### config.mk
export PLATFORM = sky130hd
export DESIGN_NAME = r_alu_seq_flat
export DESIGN_NICKNAME = d
export VERILOG_FILES = /design/src/rtl/r_alu_seq_if.sv /design/src/rtl/r_alu_seq.sv /design/src/flat_wrapper.sv
export SDC_FILE = /design/constraint.sdc
export NUM_CORES = 1
export LEC_CHECK = 0
export CAP_MARGIN = 40
export CORE_UTILIZATION = 40
export DETAILED_ROUTE_END_ITERATION = 8
export GPL_TIMING_DRIVEN = 1
export SLEW_MARGIN = 20
export SYNTH_ARGS = -nofsm -noshare
export SYNTH_HDL_FRONTEND = slang
export SYNTH_SLANG_ARGS = --single-unit
### constraint.sdc
create_clock -name clk -period 4.5 [get_ports clk]
set_input_delay 0.9 -clock clk [delete_from_list [all_inputs] [get_ports clk]]
set_output_delay 0.9 -clock clk [all_outputs]
set_load 0.05 [all_outputs]
### src/rtl/r_alu_seq_if.sv
// Request/response bundle for the sequential R-type execute unit.
// master = decode/writeback side, slave = r_alu_seq.
interface r_alu_seq_if;
    logic        in_valid;
    logic        in_ready;
    logic [2:0]  funct3;
    logic [6:0]  funct7;
    logic [31:0] rs1_val;
    logic [31:0] rs2_val;
    logic [4:0]  rd_addr;
    logic        out_valid;
    logic        out_ready;
    logic [31:0] result;
    logic [4:0]  out_rd;
    logic        illegal;

    modport master (
        output in_valid, funct3, funct7, rs1_val, rs2_val, rd_addr, out_ready,
        input  in_ready, out_valid, result, out_rd, illegal
    );

    modport slave (
        input  in_valid, funct3, funct7, rs1_val, rs2_val, rd_addr, out_ready,
        output in_ready, out_valid, result, out_rd, illegal
    );
endinterface

### src/rtl/r_alu_seq.sv
// Sequential RV32I R-type execute unit: one op in over valid/ready, result out over valid/ready.
// Shifts iterate one bit per cycle unless R_ALU_BARREL_SHIFT_EN is defined (single-cycle shifts).
module r_alu_seq (
    input  logic       clk,
    input  logic       rst,
    r_alu_seq_if.slave bus
);
    localparam int XLEN = 32;

    typedef enum logic [1:0] {
        IDLE  = 2'b00,
        SHIFT = 2'b01,
        DONE  = 2'b10
    } state_e;

    state_e            state_r;
    state_e            state_nxt_s;
    logic              in_ready_r;
    logic              out_valid_r;
    logic              illegal_r;
    logic              illegal_nxt_s;
    logic [XLEN-1:0]   result_r;
    logic [XLEN-1:0]   result_nxt_s;
    logic [4:0]        out_rd_r;
    logic [4:0]        out_rd_nxt_s;
    logic              fire_in_s;
    logic              legal_s;
    logic [XLEN-1:0]   alu_s;

    // Legal funct7 values: only ADD/SUB and SRL/SRA use the 0x20 alternate encoding.
    function automatic logic op_legal_f(input logic [2:0] f3, input logic [6:0] f7);
        logic ok;
        case (f3)
            3'b000, 3'b101: ok = (f7 == 7'h00) || (f7 == 7'h20);
            default:        ok = (f7 == 7'h00);
        endcase
        return ok;
    endfunction

    // Single-cycle result for a legal op; alt selects SUB/SRA.
    function automatic logic [XLEN-1:0] alu_f(
        input logic [2:0]      f3,
        input logic            alt,
        input logic [XLEN-1:0] a,
        input logic [XLEN-1:0] b
    );
        logic [XLEN-1:0] r;
        case (f3)
            3'b000:  r = alt ? (a - b) : (a + b);
`ifdef R_ALU_BARREL_SHIFT_EN
            3'b001:  r = a << b[4:0];
            3'b101:  r = alt ? $unsigned($signed(a) >>> b[4:0]) : (a >> b[4:0]);
`else
            // Only the shamt==0 case completes here; non-zero shifts iterate.
            3'b001:  r = a;
            3'b101:  r = a;
`endif
            3'b010:  r = ($signed(a) < $signed(b)) ? 32'h0000_0001 : 32'h0000_0000;
            3'b011:  r = (a < b) ? 32'h0000_0001 : 32'h0000_0000;
            3'b100:  r = a ^ b;
            3'b110:  r = a | b;
            3'b111:  r = a & b;
            default: r = {XLEN{1'b0}};
        endcase
        return r;
    endfunction

`ifndef R_ALU_BARREL_SHIFT_EN
    typedef enum logic [1:0] {
        SH_SLL = 2'b00,
        SH_SRL = 2'b01,
        SH_SRA = 2'b10
    } shift_e;

    shift_e     shift_kind_r;
    shift_e     shift_kind_nxt_s;
    shift_e     shift_kind_s;
    logic [4:0] count_r;
    logic [4:0] count_nxt_s;
    logic       shift_op_s;

    // SRA refills with bit 31, which an arithmetic shift never changes.
    function automatic logic [XLEN-1:0] shift_one_f(input shift_e kind, input logic [XLEN-1:0] w);
        logic [XLEN-1:0] r;
        case (kind)
            SH_SLL:  r = {w[XLEN-2:0], 1'b0};
            SH_SRL:  r = {1'b0, w[XLEN-1:1]};
            SH_SRA:  r = {w[XLEN-1], w[XLEN-1:1]};
            default: r = w;
        endcase
        return r;
    endfunction

    assign shift_op_s   = (bus.funct3 == 3'b001) || (bus.funct3 == 3'b101);
    assign shift_kind_s = (bus.funct3 == 3'b001) ? SH_SLL : (bus.funct7[5] ? SH_SRA : SH_SRL);
`endif

    assign fire_in_s = bus.in_valid & in_ready_r;
    assign legal_s   = op_legal_f(bus.funct3, bus.funct7);
    assign alu_s     = legal_s ? alu_f(bus.funct3, bus.funct7[5], bus.rs1_val, bus.rs2_val)
                               : {XLEN{1'b0}};

    // Next-state and next-output logic; result_r doubles as the shift working register.
    always_comb begin
        state_nxt_s   = state_r;
        result_nxt_s  = result_r;
        out_rd_nxt_s  = out_rd_r;
        illegal_nxt_s = illegal_r;
`ifndef R_ALU_BARREL_SHIFT_EN
        count_nxt_s      = count_r;
        shift_kind_nxt_s = shift_kind_r;
`endif
        case (state_r)
            IDLE: begin
                if (fire_in_s) begin
                    out_rd_nxt_s  = bus.rd_addr;
                    illegal_nxt_s = ~legal_s;
                    result_nxt_s  = alu_s;
                    state_nxt_s   = DONE;
`ifndef R_ALU_BARREL_SHIFT_EN
                    count_nxt_s      = bus.rs2_val[4:0];
                    shift_kind_nxt_s = shift_kind_s;
                    if (legal_s && shift_op_s && (bus.rs2_val[4:0] != 5'd0)) begin
                        result_nxt_s = bus.rs1_val;
                        state_nxt_s  = SHIFT;
                    end else begin
                        state_nxt_s  = DONE;
                    end
`endif
                end else begin
                    state_nxt_s = IDLE;
                end
            end
`ifndef R_ALU_BARREL_SHIFT_EN
            SHIFT: begin
                result_nxt_s = shift_one_f(shift_kind_r, result_r);
                count_nxt_s  = count_r - 5'd1;
                // The last bit shifts on the same edge that raises out_valid.
                if (count_r == 5'd1) begin
                    state_nxt_s = DONE;
                end else begin
                    state_nxt_s = SHIFT;
                end
            end
`endif
            DONE: begin
                if (bus.out_ready) begin
                    state_nxt_s = IDLE;
                end else begin
                    state_nxt_s = DONE;
                end
            end
            default: begin
                state_nxt_s = IDLE;
            end
        endcase
    end

    // State and registered outputs; handshake flags follow the next state.
    always_ff @(posedge clk) begin
        if (rst) begin
            state_r     <= IDLE;
            in_ready_r  <= 1'b0;
            out_valid_r <= 1'b0;
            result_r    <= {XLEN{1'b0}};
            out_rd_r    <= 5'd0;
            illegal_r   <= 1'b0;
        end else begin
            state_r     <= state_nxt_s;
            in_ready_r  <= (state_nxt_s == IDLE);
            out_valid_r <= (state_nxt_s == DONE);
            result_r    <= result_nxt_s;
            out_rd_r    <= out_rd_nxt_s;
            illegal_r   <= illegal_nxt_s;
        end
    end

`ifndef R_ALU_BARREL_SHIFT_EN
    // Iterative shifter bookkeeping: remaining count and shift flavour.
    always_ff @(posedge clk) begin
        if (rst) begin
            count_r      <= 5'd0;
            shift_kind_r <= SH_SLL;
        end else begin
            count_r      <= count_nxt_s;
            shift_kind_r <= shift_kind_nxt_s;
        end
    end
`endif

    assign bus.in_ready  = in_ready_r;
    assign bus.out_valid = out_valid_r;
    assign bus.result    = result_r;
    assign bus.out_rd    = out_rd_r;
    assign bus.illegal   = illegal_r;
endmodule

### src/flat_wrapper.sv
// flat-port wrapper written by rule: the top's interface ports become plain ports
module r_alu_seq_flat 
  (clk, rst, bus_in_valid, bus_funct3, bus_funct7, bus_rs1_val, bus_rs2_val, bus_rd_addr, bus_out_ready, bus_in_ready, bus_out_valid, bus_result, bus_out_rd, bus_illegal);
  r_alu_seq_if bus_i ();
  input  logic clk;
  input  logic rst;
  input wire logic [$bits(bus_i.in_valid)-1:0] bus_in_valid;
  input wire logic [$bits(bus_i.funct3)-1:0] bus_funct3;
  input wire logic [$bits(bus_i.funct7)-1:0] bus_funct7;
  input wire logic [$bits(bus_i.rs1_val)-1:0] bus_rs1_val;
  input wire logic [$bits(bus_i.rs2_val)-1:0] bus_rs2_val;
  input wire logic [$bits(bus_i.rd_addr)-1:0] bus_rd_addr;
  input wire logic [$bits(bus_i.out_ready)-1:0] bus_out_ready;
  output wire logic [$bits(bus_i.in_ready)-1:0] bus_in_ready;
  output wire logic [$bits(bus_i.out_valid)-1:0] bus_out_valid;
  output wire logic [$bits(bus_i.result)-1:0] bus_result;
  output wire logic [$bits(bus_i.out_rd)-1:0] bus_out_rd;
  output wire logic [$bits(bus_i.illegal)-1:0] bus_illegal;
  assign bus_i.in_valid = bus_in_valid;
  assign bus_i.funct3 = bus_funct3;
  assign bus_i.funct7 = bus_funct7;
  assign bus_i.rs1_val = bus_rs1_val;
  assign bus_i.rs2_val = bus_rs2_val;
  assign bus_i.rd_addr = bus_rd_addr;
  assign bus_i.out_ready = bus_out_ready;
  assign bus_in_ready = bus_i.in_ready;
  assign bus_out_valid = bus_i.out_valid;
  assign bus_result = bus_i.result;
  assign bus_out_rd = bus_i.out_rd;
  assign bus_illegal = bus_i.illegal;
  r_alu_seq u_core (.clk(clk), .rst(rst), .bus(bus_i));
endmodule
# Word-level counts from Yosys, hierarchy flattened
# Index checks and enable logic that the tools add are counted.
[classes]
reduce_logical = 17
addsub = 3
eq_ne = 18
bitwise = 5
n_mux = 19
n_lt_le_gt_ge = 2
[ops]
columns = ["operator", "n"]
rows = [
  ["one-hot mux 32 bit (7 select lines)", 1],
  ["two-way mux 32 bit", 4],
  ["one-hot mux 32 bit (3 select lines)", 1],
  ["less-than comparator 32 bit", 2],
  ["one-hot mux 32 bit (2 select lines)", 1],
  ["adder 32 bit", 1],
  ["bitwise AND 32 bit", 1],
  ["OR 32 bit", 1],
  ["subtractor 32 bit", 1],
  ["bitwise XOR 32 bit", 1],
  ["== test 3 bit (second input constant)", 4],
  ["two-way mux 2 bit", 6],
  ["one-hot mux 5 bit (2 select lines)", 1],
  ["== test 7 x 6 -> 1 bit (second input constant)", 1],
  ["zero test 7 bit", 1],
  ["== test 2 bit (second input constant)", 3],
  ["== test 3 x 2 -> 1 bit (second input constant)", 2],
  ["zero test 2 bit", 3],
  ["one-hot mux 2 bit (3 select lines)", 1],
  ["== test 5 x 1 -> 1 bit (second input constant)", 1],
  ["two-way mux 5 bit", 1],
  ["nonzero test 5 bit", 1],
  ["subtractor 5 x 1 -> 5 bit (second input constant)", 1],
  ["== test 2 x 1 -> 1 bit (second input constant)", 2],
  ["16 further kinds", 22],
]
[word_totals]
word_cells = 73
register_bits = 49
output_inout_bits = 40
inputBits = 83

# Logic depth before layout (Yosys ltp)
# Gate-level depths: netlist (run 1).
[depth]
word_depth = 9
mapped_depth = 13
depth_no_buf = 13

# Worst setup path before layout (run 1)
# OpenSTA, ideal clock, no wires.
[synth_path]
kind = "input -> register"
start = "in bus_rs2_val[8]"
end = "reg u_core.result_r[29] (netlist: u_core.bus.result[29])"
path_slack_ns = 0.736
arrival_ns = 3.679
path_buffers = 1
cell_stages = 11
t_required_ns = 4.416
setup_time_ns = 0.084
cell_sequence = "inv_1 -> ha_1 -> buf_2 -> or3_4 -> o311ai_4 -> a221oi_1 -> or4_4 -> o32a_1 -> o22ai_2 -> mux2_1 -> o31ai_2"
[synth_between]
elab_chain_cells = 7
word_cells_on_any_way = 8
cone_classes = "add/sub (2); mux (6)"
[synth_lines]
columns = ["element", "line", "rtl"]
rows = [
  ["start, declared", "flat_wrapper.sv:11", "input wire logic [$bits(bus_i.rs2_val)-1:0] bus_rs2_val;"],
  ["adder 32 bit / subtractor 32 bit (equally long branches)", "r_alu_seq.sv:49", "3'b000: r = alt ? (a - b) : (a + b);"],
  ["two-way mux 32 bit (*)", "r_alu_seq.sv:49", ""],
  ["one-hot mux 32 bit (7 select lines) (*)", "r_alu_seq.sv:48", "case (f3)"],
  ["two-way mux 32 bit (*)", "r_alu_seq.sv:100", "assign alu_s = legal_s ? alu_f(bus.funct3, bus.funct7[5], bus.rs1_val, bus.rs2_val)"],
  ["two-way mux 32 bit (*)", "r_alu_seq.sv:123", "if (legal_s && shift_op_s && (bus.rs2_val[4:0] != 5'd0)) begin"],
  ["two-way mux 32 bit (*)", "r_alu_seq.sv:115", "if (fire_in_s) begin"],
  ["one-hot mux 32 bit (2 select lines) (*)", "r_alu_seq.sv:113", "case (state_r)"],
  ["end signal, assigned", "r_alu_seq.sv:165", "result_r <= {XLEN{1'b0}};"],
  ["end signal, assigned", "r_alu_seq.sv:172", "result_r <= result_nxt_s;"],
  ["end, declared", "r_alu_seq.sv:22", "logic [XLEN-1:0] result_r;"],
]
# Every way passes the cells marked *; elsewhere a longest branch is shown, timed or not. The select of a mux whose other input is x is not followed.
# A chain may end at the register's enable or synchronous reset.

# Final worst setup path (run 1)
[layout_path]
start = "in bus_rs2_val[1]"
end = "reg u_core.result_r[31] (netlist: u_core.bus.result[31])"
[layout_between]
elab_chain_cells = 7
word_cells_on_any_way = 10
cone_classes = "add/sub (2); mux (6); reduce/logical (2)"
[layout_lines]
columns = ["element", "line"]
rows = [
  ["adder 32 bit / subtractor 32 bit (equally long branches)", "r_alu_seq.sv:49"],
  ["two-way mux 32 bit", "r_alu_seq.sv:49"],
  ["one-hot mux 32 bit (7 select lines)", "r_alu_seq.sv:48"],
  ["two-way mux 32 bit", "r_alu_seq.sv:100"],
  ["two-way mux 32 bit (*)", "r_alu_seq.sv:123"],
  ["two-way mux 32 bit (*)", "r_alu_seq.sv:115"],
  ["one-hot mux 32 bit (2 select lines) (*)", "r_alu_seq.sv:113"],
]
# Marks and branches as above.

==> metrics.txt, run 1 <==
post-synth cell types=72; status=finished clean; via count=9409; share of layout cells above drive strength 1=9.30%; CTS Buffer Depth=2; die span in x=142 um; Post-Syn Nets=1355; post-route core utilization=52.4%; Die Ht=142 um; Crit. End Element=register; Port Buf Inserts=122; Critical Path Fanout Max=3; post-cts resize count=0; cts bufs inserted=5; Setup Skew=9.34 ps; clock net sink count=49; die footprint=20100 sq um; row cnt=50; Hold Vio Cnt, Final=0; GP Congestion=1.00; CP Data Arrival Time=4360 ps; diodes inserted=0; Min-Delay Path Class=reg2reg; Power Dens Cells=192 nW/um^2; Max-slew headroom=41.1%; Final Instance Area=9920 sq um; DR iter-0 viols=910; mux cell area share after synthesis=0.912%; H-Tree Depth=2; YS warnings=0; maximum VDD drop=154 uV; via/cell ratio=5.99; Final setup viols=0; largest net degree at the start of global routing=40; Top FF cell, synth=dfxtp_1; post-synthesis xor/xnor area fraction=2.69%; crit share post-route=93.4%; HPWL after DPL=24.3 mm; I/O pins=123; Overall Power=0.00191 W; most common cell after layout, fill and taps aside=a21oi_1; Worst Tran Pin Value=881 ps; vias in the first global route=8458; final wirelength=30.5 mm; dpl cell area=9770 sq um; Root Driver=clkbuf_16; hold_buf cts=0; first-pass GRT wire length=47.5 mm; post-synthesis adder-cell area fraction=16.7%; Slew Viols, Final=0; post-layout min period=4200 ps; Fmax=0.238 GHz; drt pass-1 iters=5; initial antenna violation count=0; post-synthesis async set-or-reset flop share=0%; TNS Setup=0 ps; register area share after synthesis=12.5%; Critical Path RT=4660 ps; post-DR wirelength/cell=19.4 um; Hold WS=455 ps; initial core utilization=41.2%; Layout Nets=1497; number of remaining DRC errors=0; area grow syn2layout=27.0%; synthesized netlist cell count=1169; synthesized area=7820 sq um; gr usage total=30.1%; post-synthesis simple-gate area fraction=20.0%; flops & latches, synth=49; total of max-cap violations=0; Post-CTS Setup Inserts=0; kind of critical path=in2reg; commonest cells after routing, fill and taps aside=147 x a21oi_1, 141 x nor2_1, 120 x clkdlybuf4s50_1; Clk Latency, worst-skew pair=300 ps; Post-DRT Antenna Nets=0; P_leak=4.13 nW; final-layout fill cell count=1943; Clock Pin Slew Worst Setup and Hold Paths=70 ps; main combinational cell family by area after synthesis=compound AO/OA/AOI/OAI gates; register area=981 sq um; post-synthesis compound-gate area fraction=37.8%; RSZ-0062 raised after global routing=false; TritonCTS clock tree=built; CP startpoint kind=primary input; grt total ovfl=0; Mean Syn Cell Area=6.69 sq um; core area=19000 sq um; multi-input logic area=6120 sq um; number of flops mapped to enable cells by yosys=0
[critical path: stages]
cell and delay, ps:
clkdlybuf4s50_1 480, inv_1 90, ha_1 340, a21oi_1 110, nand4b_1 270, a21o_1 260, a2111oi_2 610, o211a_1 330
o31ai_1 100, a211oi_1 230, buf_4 160, xnor2_1 50, a2111oi_0 440
[cells by family after synthesis]
family	Yosys count
compound gates	456
simple gates	343
buf+inv	187
fa+ha+maj	103
flops	49
xor+xnor	24
mux	7
[Yosys cell counts, drive strengths merged (3+ instances only)]
| library cell | instances | share of area [%] |
|---|---|---|
| a21o | 16 | 1.5 |
| mux2i | 6 | 0.77 |
| o41ai | 4 | 0.45 |
| o311ai | 3 | 0.56 |
| nand3 | 24 | 1.5 |
| o221a | 3 | 0.43 |
| or2 | 4 | 0.32 |
| a22oi | 21 | 2.0 |
| ha | 101 | 16 |
| a2111oi | 6 | 0.75 |
| nor2b | 9 | 0.72 |
| a21oi | 148 | 9.5 |
| buf | 28 | 1.7 |
| o22ai | 55 | 4.5 |
| o2111ai | 5 | 0.56 |
| nor4 | 14 | 1.1 |
| clkbuf | 55 | 2.6 |
| or4 | 3 | 0.34 |
| o31a | 3 | 0.34 |
| a22o | 4 | 0.45 |
| a221oi | 14 | 1.6 |
| a31oi | 5 | 0.40 |
| nor3 | 30 | 1.9 |
| nor2 | 142 | 6.8 |
| a211oi | 21 | 2.0 |
| o21ai | 65 | 4.2 |
| nand2b | 10 | 0.80 |
| o22a | 5 | 0.56 |
| nand4 | 9 | 0.72 |
| inv | 103 | 4.9 |
| xnor2 | 16 | 1.8 |
| dfxtp | 49 | 13 |
| o211ai | 18 | 1.7 |
| or3 | 10 | 0.86 |
| o21a | 8 | 0.77 |
| nand2 | 76 | 3.6 |
| a221o | 7 | 0.90 |
| o21bai | 14 | 1.3 |
| xor2 | 8 | 0.90 |
| o31ai | 15 | 1.5 |
[metrics by stage]
step / instances / setup WS (ps)
finish: 1572 / 298
global route: 1572 / 7.23
floorplan: 1169 / 736
detailed placement: 1564 / -2.87
global placement: 1562 / -15.5
CTS: 1572 / 299
[state kept, by name, summed over array words and instances, names as in the netlist]
name and cells:
u_core.bus.illegal 1, u_core.state_r 2, u_core.shift_kind_r 2, u_core.bus.out_rd 5
u_core.bus.in_ready 1, u_core.bus.out_valid 1, u_core.count_r 5, u_core.bus.result 32
[layout make-up]
cell class                 count  share of cell area, %
clock inverter                 3                  0.214
tap                          260                   3.28
sequential                    49                   9.88
clock buffer                   5                   1.26
inverter                     104                   3.93
multi-input combinational    933                   61.6
timing repair buffer         218                   19.8
[metal layers]
metal  vias to the layer above  GRT usage [%]  share of wire, %
li1                       4525              -                 -
met1                      4359           43.9                46
met2                       475           46.4                43
met3                        50           4.22               9.0
met4                         0           6.34               1.9
met5                         -              0                 0
[worst paths after layout]
path,from,endpoint,slack (ps),depth (start not counted)
setup / recovery,bus_rs2_val[1],u_core.bus.result[31]$_SDFFE_PP0P_,300,13
hold / removal,u_core.bus.out_rd[4]$_SDFFE_PP0P_,u_core.bus.out_rd[4]$_SDFFE_PP0P_,450,2
hold reg to reg,u_core.bus.out_rd[4]$_SDFFE_PP0P_,u_core.bus.out_rd[4]$_SDFFE_PP0P_,450,2
setup reg to reg,u_core.shift_kind_r[0]$_SDFFE_PP0P_,u_core.bus.result[16]$_SDFFE_PP0P_,1670,9
[report_power, final]
part / internal [W] / switching, W
clock network: 0.000208 / 0.000181
registers: 0.000454 / 0.0000211
logic: 0.000423 / 0.000621
Power figures use the tool's default switching activity.
==> inputs of run 2 (changes only) <==
--- a/config.mk
+++ b/config.mk
@@ -9,7 +9,6 @@
 export CORE_UTILIZATION = 40
 export DETAILED_ROUTE_END_ITERATION = 8
 export GPL_TIMING_DRIVEN = 1
-export SLEW_MARGIN = 20
 export SYNTH_ARGS = -nofsm -noshare
 export SYNTH_HDL_FRONTEND = slang
 export SYNTH_SLANG_ARGS = --single-unit
==> metrics.txt, run 2 (synthesis results as in run 1) <==
status=finished clean; HPWL after DPL=24.3 mm; number of remaining DRC errors=0; total of max-cap violations=0; post-DR wirelength/cell=19.5 um; Hold WS=454 ps; Max-slew headroom=38.1%; Layout Nets=1497; Post-CTS Setup Inserts=0; Final setup viols=0; most common cell after layout, fill and taps aside=a21oi_1; Post-DRT Antenna Nets=0; Die Ht=142 um; CP Data Arrival Time=4360 ps; Slew Viols, Final=0; H-Tree Depth=2; die span in x=142 um; initial antenna violation count=1; Critical Path Fanout Max=3; Worst Tran Pin Value=926 ps; die footprint=20100 sq um; diodes inserted=0; drt pass-1 iters=6; clock net sink count=49; Setup WS post-layout=294 ps; dpl cell area=9780 sq um; row cnt=50; via count=9374; GP Congestion=1.00; largest net degree at the start of global routing=40; DR iter-0 viols=972; hold_buf cts=0; Power Dens Cells=192 nW/um^2; CTS Buffer Depth=2; Clk Latency, worst-skew pair=290 ps; vias in the first global route=8476; kind of critical path=in2reg; TritonCTS clock tree=built; cts bufs inserted=5; initial core utilization=41.2%; RSZ-0062 raised after global routing=false; Fmax=0.238 GHz; Clock Pin Slew Worst Setup and Hold Paths=70 ps; CP startpoint kind=primary input; post-cts resize count=0; Min-Delay Path Class=reg2reg; Hold Vio Cnt, Final=0; post-layout min period=4210 ps; final-layout fill cell count=1955; gr usage total=30.2%; core area=19000 sq um; grt total ovfl=0; maximum VDD drop=159 uV; Overall Power=0.00191 W; Crit. End Element=register; Final Instance Area=9920 sq um; Critical Path RT=4660 ps; I/O pins=123; Setup Skew=6.22 ps; P_leak=4.13 nW; max reg flops=32; first-pass GRT wire length=47.6 mm; area grow syn2layout=26.9%; final wirelength=30.7 mm; commonest cells after routing, fill and taps aside=147 x a21oi_1, 141 x nor2_1, 120 x clkdlybuf4s50_1; post-route core utilization=52.3%; share of layout cells above drive strength 1=9.22%; Post-Place Worst Slack=11.1 ps; Root Driver=clkbuf_16; Port Buf Inserts=122; via/cell ratio=5.96; crit share post-route=93.5%
-- run 2: changes by cell type in the layout (fill, tap and decap cells not counted) --
cell / delta
buf_6: +1
buf_4: -1
o31ai_1: +1
o31ai_2: -1
-- run 2: power by group --
| part | leakage (nW) | internal [W] | switching (W) |
|---|---|---|---|
| registers | 0.398 | 0.000454 | 0.0000211 |
| logic | 3.67 | 0.000423 | 0.000623 |
| clock network | 0.0702 | 0.000207 | 0.000177 |
| total | 4.13 | 0.00108 | 0.000822 |
-- run 2: metal layers --
layer  global-route usage [%]  vias up  wire length [um]
li1                         -     4517                 -
met1                     44.4     4338             14300
met2                     47.1      479             13200
met3                     3.27       40              2740
met4                     6.00        0               489
met5                        0        -                 0
-- run 2: final timing paths --
check	slack, ps	cells after the start	startpoint	end
worst max-delay path	290	13	bus_rs2_val[1]	u_core.bus.result[31]$_SDFFE_PP0P_
worst min-delay path	450	2	u_core.bus.out_rd[0]$_SDFFE_PP0P_	u_core.bus.out_rd[0]$_SDFFE_PP0P_
worst max register to register	1640	11	u_core.shift_kind_r[0]$_SDFFE_PP0P_	u_core.bus.result[30]$_SDFFE_PP0P_
worst min register to register	450	2	u_core.bus.out_rd[0]$_SDFFE_PP0P_	u_core.bus.out_rd[0]$_SDFFE_PP0P_
-- run 2: final cells by class --
class                   instances  area, sq um  area share (%)
flip-flops and latches         49          981            9.89
well taps                     260          325            3.28
repair buffers                218         1970            19.8
multi-input cells             933         6110            61.6
clock inverters                 3         21.3           0.214
clock buffers                   5          125            1.26
inverters                     104          390            3.93
-- run 2: critical path, cell delays in order --
cell,delay (ps)
clkdlybuf4s50_1,480
inv_1,90
ha_1,340
a21oi_1,120
nand4b_1,270
a21o_1,260
a2111oi_2,610
o211a_1,320
o31ai_1,100
a211oi_1,220
buf_4,150
xnor2_1,50
a2111oi_0,440
-- run 2: metrics by stage --
stage               TNS (ps)  instances
global placement       -15.5       1562
detailed placement         0       1564
CTS                        0       1572
finish                     0       1572
global route               0       1572
floorplan                  0       1169
==> inputs of run 3 (changes only) <==
--- a/config.mk
+++ b/config.mk
@@ -7,8 +7,10 @@
 export LEC_CHECK = 0
 export CAP_MARGIN = 40
 export CORE_UTILIZATION = 40
+export CTS_CLUSTER_SIZE = 10
 export DETAILED_ROUTE_END_ITERATION = 8
 export GPL_TIMING_DRIVEN = 1
+export PLACE_DENSITY = 0.73
 export SYNTH_ARGS = -nofsm -noshare
 export SYNTH_HDL_FRONTEND = slang
 export SYNTH_SLANG_ARGS = --single-unit
==> metrics.txt, run 3 (synthesis results as in run 1) <==
total of max-cap violations=0; H-Tree Depth=2; Critical Path Fanout Max=9; Post-DRT Antenna Nets=0; CP startpoint kind=primary input; gr usage total=30.0%; TritonCTS clock tree=built; Slew Viols, Final=0; via count=9615; die footprint=20100 sq um; max reg flops=32; commonest cells after routing, fill and taps aside=148 x a21oi_1, 141 x nor2_1, 121 x clkdlybuf4s50_1; number of remaining DRC errors=0; crit path buf inv count=3; Net Sw Frac=42.3%; worst hold start=u_core.bus.out_rd[2]$_SDFFE_PP0P_; Die Ht=142 um; CP Data Arrival Time=4370 ps; core area=19000 sq um; hold_buf cts=0; Final Instance Area=9970 sq um; die span in x=142 um; Clk Latency, worst-skew pair=300 ps; NetSw=0.000832 W; final wirelength=30.6 mm; delay-heaviest family, CP=compound AO/OA/AOI/OAI gates; first-pass GRT wire length=47.9 mm; crit share post-route=92.3%; drt pass-1 iters=6; area grow syn2layout=27.5%; Setup Skew=4.45 ps; Worst Tran Pin Value=858 ps; combinational share of power=53.2%; CTS Buffer Depth=2; Max-slew headroom=42.7%; Worst Setup SP=bus_rs2_val[8]; GP Congestion=0.997; CP max stage delay=530 ps; status=finished clean; reg-to-reg critical path startpoint=u_core.shift_kind_r[0]$_SDFFE_PP0P_; post-DR wirelength/cell=19.4 um; initial core utilization=41.2%; RSZ-0062 raised after global routing=false; Crit. End Element=register; fin cells=1578; HPWL after DPL=24.2 mm; Root Driver=clkbuf_16; Hold Vio Cnt, Final=0; CP max-delay cell=or4_4; P_leak=4.16 nW; sequential fraction of design power=24.1%; placed cell count=1569; share of layout cells above drive strength 1=9.42%; largest net degree at the start of global routing=37; post-cts resize count=0; dpl cell area=9790 sq um; cts bufs inserted=5; Fmax=0.241 GHz; most common cell after layout, fill and taps aside=a21oi_1; post-layout min period=4150 ps; Post-Place Worst Slack=58.1 ps; via/cell ratio=6.09; Final setup viols=0; P_int=0.00114 W; Power Dens Cells=198 nW/um^2; Layout Nets=1502; vias in the first global route=8857; maximum VDD drop=169 uV; Port Buf Inserts=122; initial antenna violation count=1; Clock Pin Slew Worst Setup and Hold Paths=70 ps; Critical Path RT=4720 ps; grt total ovfl=0; DR iter-0 viols=1165; Setup WS post-layout=347 ps; CP cell instances=clkdlybuf4s50_1 -> inv_1 -> ha_1 -> buf_4 -> nand2b_1 -> a221o_1 -> o311ai_4 -> a221oi_1 -> or4_4 -> o32a_1 -> o22ai_2 -> mux2_1 -> o31ai_2; I/O pins=123; row cnt=50; kind of critical path=in2reg; TNS Setup=0 ps; Clk pwr share=22.7%; clock net sink count=49; Min-Delay Path Class=reg2reg; Post-CTS Setup Inserts=0
==> run 3: cell type report <==
type | count | area (sq um)
Antenna cell | 1 | 2.50
Clock buffer | 5 | 125
Clock inverter | 3 | 46.3
Fill cell | 1843 | 8990
Inverter | 104 | 390
Multi-Input combinational cell | 933 | 6110
Sequential cell | 49 | 981
Tap cell | 260 | 325
Timing Repair Buffer | 223 | 1990
==> run 3: routing by layer <==
layer	routed length (um)	GRT usage, %	part of all wire, %
met1	13300	41.6	43
met2	13000	46.9	42
met3	3360	5.10	11
met4	989	9.79	3.2
met5	0	0	0
==> run 3: metrics by stage <==
step / util (%) / hold WS [ps] / power, W
after floorplan: - / 445 / 0.00111
after global placement: 51.5 / 442 / 0.00149
after detailed placement: 51.7 / 446 / 0.00150
after CTS: 52.6 / 456 / 0.00194
after global routing: 52.6 / 483 / 0.00206
final: 52.6 / 453 / 0.00197
==> run 3: worst register-to-register path: stages (launching register included) <==
cell and delay [ps]:
dfxtp_1 370, inv_1 80, ha_1 290, inv_1 230, nor2_2 760, a22oi_1 150, nor2_1 140, a21oi_1 50
nor2_1 220, or4b_1 460, nand3_1 90
==> run 3: power groups by stage <==
stage                     logic [W]  registers, W  clock network [W]
after floorplan            0.000577      0.000531                  0
after global placement      0.00101      0.000484                  0
after detailed placement    0.00102      0.000484                  0
after CTS                   0.00103      0.000474           0.000444
after global routing        0.00113      0.000478           0.000455
final                       0.00105      0.000475           0.000446
==> run 3: path summary, 6_finish.rpt <==
check | cells after the start | endpoint | slack [ps]
min | 2 | u_core.bus.out_rd[2]$_SDFFE_PP0P_ | 450
max | 13 | u_core.bus.result[29]$_SDFFE_PP0P_ | 350
min reg2reg | 2 | u_core.bus.out_rd[2]$_SDFFE_PP0P_ | 450
max reg2reg | 10 | u_core.bus.result[30]$_SDFFE_PP0P_ | 1610
